$ cat src/rtl/pipe_hazard_ctrl.sv
// Stall/flush sequencer for the five-stage pipeline: load-use, EX branch redirects and
// multi-cycle data-memory waits, with saturating stall/flush counters and a sticky timeout error.
module pipe_hazard_ctrl #(
  parameter int CNT_W       = 16,
  parameter int MEM_TIMEOUT = 64
) (
  input  logic             clk,
  input  logic             rst,
  input  logic             ID_EX_MemRead,
  input  logic [4:0]       ID_EX_RD,
  input  logic [4:0]       IF_ID_rs1,
  input  logic [4:0]       IF_ID_rs2,
  input  logic             EX_branch_taken,
  input  logic             EX_MEM_MemRead,
  input  logic             EX_MEM_MemWrite,
  input  logic             dmem_ready,
  output logic             dmem_req,
  output logic             pc_en,
  output logic             IF_ID_en,
  output logic             IF_ID_flush,
  output logic             ID_EX_en,
  output logic             ID_EX_flush,
  output logic             EX_MEM_en,
  output logic             MEM_WB_flush,
  output logic [CNT_W-1:0] stall_cnt,
  output logic [CNT_W-1:0] flush_cnt,
  output logic             mem_err,
  output logic [1:0]       state
);

  typedef enum logic [1:0] {RUN = 2'd0, MEM_WAIT = 2'd1, ERR = 2'd2} state_e;

  localparam logic [CNT_W-1:0] CNT_ONE  = {{(CNT_W-1){1'b0}}, 1'b1};
  localparam logic [CNT_W-1:0] CNT_MAX  = {CNT_W{1'b1}};
  localparam logic [7:0]       WAIT_LAST = 8'(MEM_TIMEOUT - 1);

  state_e           state_q, state_d;
  logic [7:0]       wait_q, wait_d;
  logic [CNT_W-1:0] stall_q, flush_q;
  logic             in_err, mem_acc, freeze, load_use;

  always_comb begin
    in_err   = (state_q == ERR);
    mem_acc  = EX_MEM_MemRead | EX_MEM_MemWrite;
    freeze   = mem_acc & ~dmem_ready & ~in_err;
    load_use = ID_EX_MemRead & (ID_EX_RD != 5'd0) &
               ((ID_EX_RD == IF_ID_rs1) | (ID_EX_RD == IF_ID_rs2));

    dmem_req     = mem_acc & ~in_err;
    pc_en        = 1'b1;
    IF_ID_en     = 1'b1;
    IF_ID_flush  = 1'b0;
    ID_EX_en     = 1'b1;
    ID_EX_flush  = 1'b0;
    EX_MEM_en    = 1'b1;
    MEM_WB_flush = 1'b0;

    if (in_err) begin
      pc_en     = 1'b0;
      IF_ID_en  = 1'b0;
      ID_EX_en  = 1'b0;
      EX_MEM_en = 1'b0;
    end else if (freeze) begin
      // Hold everything up to EX/MEM; bubble into MEM/WB so WB never repeats.
      pc_en        = 1'b0;
      IF_ID_en     = 1'b0;
      ID_EX_en     = 1'b0;
      EX_MEM_en    = 1'b0;
      MEM_WB_flush = 1'b1;
    end else if (EX_branch_taken) begin
      IF_ID_flush = 1'b1;
      ID_EX_flush = 1'b1;
    end else if (load_use) begin
      pc_en       = 1'b0;
      IF_ID_en    = 1'b0;
      ID_EX_flush = 1'b1;
    end
  end

  always_comb begin
    state_d = state_q;
    wait_d  = wait_q;
    case (state_q)
      RUN: begin
        if (freeze) begin
          state_d = MEM_WAIT;
          wait_d  = 8'd1;
        end
      end
      MEM_WAIT: begin
        if (!freeze) begin
          state_d = RUN;
          wait_d  = 8'd0;
        end else if (wait_q == WAIT_LAST) begin
          state_d = ERR;
        end else begin
          wait_d = wait_q + 8'd1;
        end
      end
      default: state_d = ERR;
    endcase
  end

  always_ff @(posedge clk or posedge rst) begin
    if (rst) begin
      state_q <= RUN;
      wait_q  <= 8'd0;
      stall_q <= '0;
      flush_q <= '0;
    end else begin
      state_q <= state_d;
      wait_q  <= wait_d;
      if (!pc_en && !in_err && stall_q != CNT_MAX) stall_q <= stall_q + CNT_ONE;
      if (IF_ID_flush && flush_q != CNT_MAX)       flush_q <= flush_q + CNT_ONE;
    end
  end

  assign stall_cnt = stall_q;
  assign flush_cnt = flush_q;
  assign mem_err   = in_err;
  assign state     = state_q;

endmodule

$ cat config.mk
export PLATFORM = sky130hd
export DESIGN_NAME = pipe_hazard_ctrl
export DESIGN_NICKNAME = d
export VERILOG_FILES = /design/src/rtl/pipe_hazard_ctrl.sv
export SDC_FILE = /design/constraint.sdc
export NUM_CORES = 1
export LEC_CHECK = 0
export CAP_MARGIN = 0
export CORE_MARGIN = 1
export CORE_UTILIZATION = 45
export CTS_BUF_LIST = sky130_fd_sc_hd__clkbuf_8
export DETAILED_ROUTE_END_ITERATION = 8
export GPL_TIMING_DRIVEN = 0
export PLACE_DENSITY = 0.78
export SYNTH_ARGS = -nofsm -noshare
export SYNTH_HDL_FRONTEND = slang
export SYNTH_SLANG_ARGS = --single-unit
$ cat constraint.sdc
create_clock -name clk -period 2.55 [get_ports clk]
set_clock_uncertainty 0.2 [all_clocks]
set_input_delay 0.51 -clock clk [delete_from_list [all_inputs] [get_ports clk]]
set_output_delay 0.51 -clock clk [all_outputs]
set_load 0.05 [all_outputs]
==> results.py <==
metrics = {
    "status": {
        "outcome": "finished, violations left",
        "violations": "negative setup slack",
    },
    "worst_setup_path": {
        "rr_endpoint": "wait_q[5]",
        "crit_type": "input port to output pin",
        "crit_start": "ID_EX_RD[2]",
        "end_kind": "output pin",
        "cp.required_ps": 1840,
        "arrival_ps": 1850,
        "ff2ff_path_depth": 8,
        "cp_max_fo": 3,
        "rrSetupSlack_ps": 270,
        "reg2reg_from": "wait_q[0]",
        "crit_path_start_kind": "input port",
    },
    "timing": {
        "timing.final.ws_setup_ps": -14.48,
        "timing.final.crit_share": 1.006,
        "holdWs_ps": 284.0,
        "slew_headroom": 0.4366,
        "final-hold-violation-count": 0,
        "rsz0062_at_grt": "true",
        "fmax_ghz": 0.3899,
        "finalSetupViolCount": 1,
        "finalWorstPathRequiredPeriod_ps": 2564,
        "final_max_slew_viol_count": 0,
        "tightest_slew_ps": 843.8,
    },
    "layout": {
        "finalNetCount": 334,
        "layout-area-overhead-vs-synth_pct": 39.59,
        "fin_util": 0.6646,
        "finalNonFillerCells": 377,
        "num_antenna_cells": 0,
        "final_layout_size_suffix_gt1_frac": 0.1710,
    },
    "hold_path": {
        "min_from": "stall_cnt[11]",
        "min_path_cells": 1,
        "hold_path_class": "flop to flop",
        "holdPathEnd": "stall_cnt[11]",
    },
    "drt": {
        "via_per_inst": 5.172,
        "vias": 1950,
        "wl_per_cell_um": 13.08,
        "drt_iter0_drc": 84,
        "first_pass_iters": 4,
        "drcViolationCount": 0,
        "ant_nets": 0,
        "routed_wl_mm": 4.930,
    },
    "run": {
        "cap_viol_max_count": 0,
    },
    "grt": {
        "gr-usage-met2": 0.3035,
        "grt-busiest-layer": "met2",
        "grt_pass1_wl_mm": 7.838,
        "grt_pass1_vias": 1756,
        "grt_usage": 0.1902,
        "grtUsageMet1": 0.2498,
        "antenna_found_initial": 0,
        "grt.met3_usage": 0.04558,
        "grt_max_degree": 43,
        "grt_overflow": 0,
    },
    "clock_tree": {
        "insertion_delay_ps": 290,
        "cts_buffers": 5,
        "cts_sinks": 42,
        "root_buffer": "clkbuf_8",
        "cts.reportedPaths.clkPinSlew_ps": 70,
        "hold_buffers": 0,
        "cts_max_path_buffers": 2,
        "htreeDepth": 2,
        "cts_tree": "built",
    },
    "floorplanning": {
        "num_rows": 25,
        "pin_count": 65,
        "core_um2": 4786,
        "die_h_um": 73.16,
        "initial_core_util": 0.4761,
        "fp.dieArea_um2": 5352,
        "die_x_um": 73.16,
    },
    "synth": {
        "yosysWarnings": 0,
        "dominantRegCellSynth": "dfrtp_1",
        "yosysUniqueCellTypes": 44,
        "synth_area_leaders": "dfrtp_1, xor2_1, xnor2_1, nand2_1, nand3_1",
        "syn-num-nets": 260,
        "synth_area_leader_cell": "dfrtp_1",
        "synth_edf_count": 0,
        "ys_seq_elements": 42,
        "yosysTopAreaCellShare": 0.4613,
        "ys_seq_area_frac": 0.4613,
        "postSynthAreaPerCell_um2": 9.695,
        "syn-cell-area_um2": 2278,
        "async_reset_ff_frac": 1.000,
        "synth_cells": 235,
    },
    "power": {
        "p_leak_nw": 1.410,
        "ir_worst_vdd_uv": 425.2,
        "pwr-share-comb": 0.151,
        "seqPwrFrac": 0.528,
        "powerDensity_nw_per_um2": 421.1,
        "p_sw_frac": 0.2677,
        "clock_power_share": 0.322,
        "p_switching_mw": 0.3585,
        "internal_power_mw": 0.9807,
    },
    "placement": {
        "dpl.hpwl_mm": 3.483,
        "routabilityCongestion": 0.7939,
        "io_buffers": 64,
        "dp_cells": 366,
    },
}
## power by group through the flow
stage                     clock network (mW)  registers, mW  logic, mW
after floorplan                            0          0.777     0.0527
after global placement                     0          0.719      0.197
after detailed placement                   0          0.720      0.199
after CTS                              0.449          0.706      0.202
after global routing                   0.472          0.710      0.215
final                                  0.431          0.707      0.202
## final cells by class
type                    count  area, um^2
plain buffers               6       52.55
clock buffers               6       82.58
clock inverters             2       8.758
fillers                   393        1605
inverters                  10       41.29
multi-input cells         177        1211
flip-flops and latches     42        1054
well taps                  67       83.83
repair buffers             67       646.9
## registers in the layout (all words and copies together) (netlist names)
name	count
stall_cnt	16
wait_q	8
state	2
flush_cnt	16
## Yosys cell counts (2+ instances only)
library cell and instances:
and3_1 4, xor2_1 20, a21oi_1 7, nor3b_1 2, xnor2_1 19, ha_1 3, a31oi_1 4, nor2_2 3
nor3_2 5, mux2i_1 2, buf_4 2, o21ai_0 7, clkbuf_1 2, inv_1 10, dfrtp_1 42, nor3_1 6
nand3_1 16, a21o_1 2, o22ai_1 2, nand4_1 6, nor4_1 5, nor2_1 20, a21boi_0 2, nand2_1 24
## per-stage QoR
stage / setup WS, ps / TNS, ps / power, mW / area, um^2
after floorplan: -333.1 / -718.3 / 0.8301 / 2327
after global placement: -1059 / -8747 / 0.9164 / 3052
after detailed placement: -1077 / -9285 / 0.9189 / 3052
after CTS: 1.518 / 0 / 1.358 / 3174
after global routing: -45.60 / -70.41 / 1.397 / 3181
final: -14.48 / -14.48 / 1.339 / 3181
## what timing repair did
action	4_1_cts	5_1_grt
setup buffers	2	1
setup endpoints to repair	9	5
pin swaps	16	7
gates resized for setup	74	8
## metal layers
layer	vias up	part of all wire	routed length, um
met4	0	0.012	61
met1	922	0.45	2230
met2	66	0.45	2243
met5	-	0	0
li1	956	-	-
met3	6	0.080	395
## how the worst max path moves through the flow
stage	end
4_1_cts	pc_en
3_3_place_gp	pc_en
2_1_floorplan	pc_en
5_1_grt	pc_en
6_report	pc_en
3_5_place_dp	pc_en
## cells in the final DEF, fill, tap and decap left out, types with 2 or more instances in the layout
cell type	netlist	final
clkbuf_8	0	7
nor3_2	5	5
ha_1	3	3
buf_4	2	4
a21o_1	2	2
nand3_1	16	16
inv_1	10	9
dfrtp_2	0	2
dlymetal6s2s_1	0	2
o21ai_0	7	7
and3_1	4	4
nor3_1	6	6
nor3b_1	2	2
nor2_1	20	17
buf_6	1	5
a31oi_1	4	4
xor2_1	20	20
mux2i_1	2	2
dlygate4sd2_1	0	11
nor2_2	3	5
buf_2	1	5
a21oi_1	7	7
buf_8	0	2
clkdlybuf4s50_1	0	40
xnor2_1	19	19
nand4_1	6	6
dfrtp_1	42	40
nand2_1	24	24
nor4_1	5	5
## worst max-delay path: stages
cell and delay, ps:
buf_8 100, or4_4 540, o21ai_4 200, nor2b_4 70, a21boi_4 180, buf_6 120
buf_8 130
## kinds of logic after synthesis
family / count (synthesis) / share of synthesized area
simple gates: 100 / 0.2312
fa+ha+maj: 3 / 0.01648
buf+inv: 16 / 0.03350
xor+xnor: 39 / 0.1499
mux: 4 / 0.02032
compound gates: 31 / 0.08731
flops: 42 / 0.4613
(Power assumes the default switching activity.)
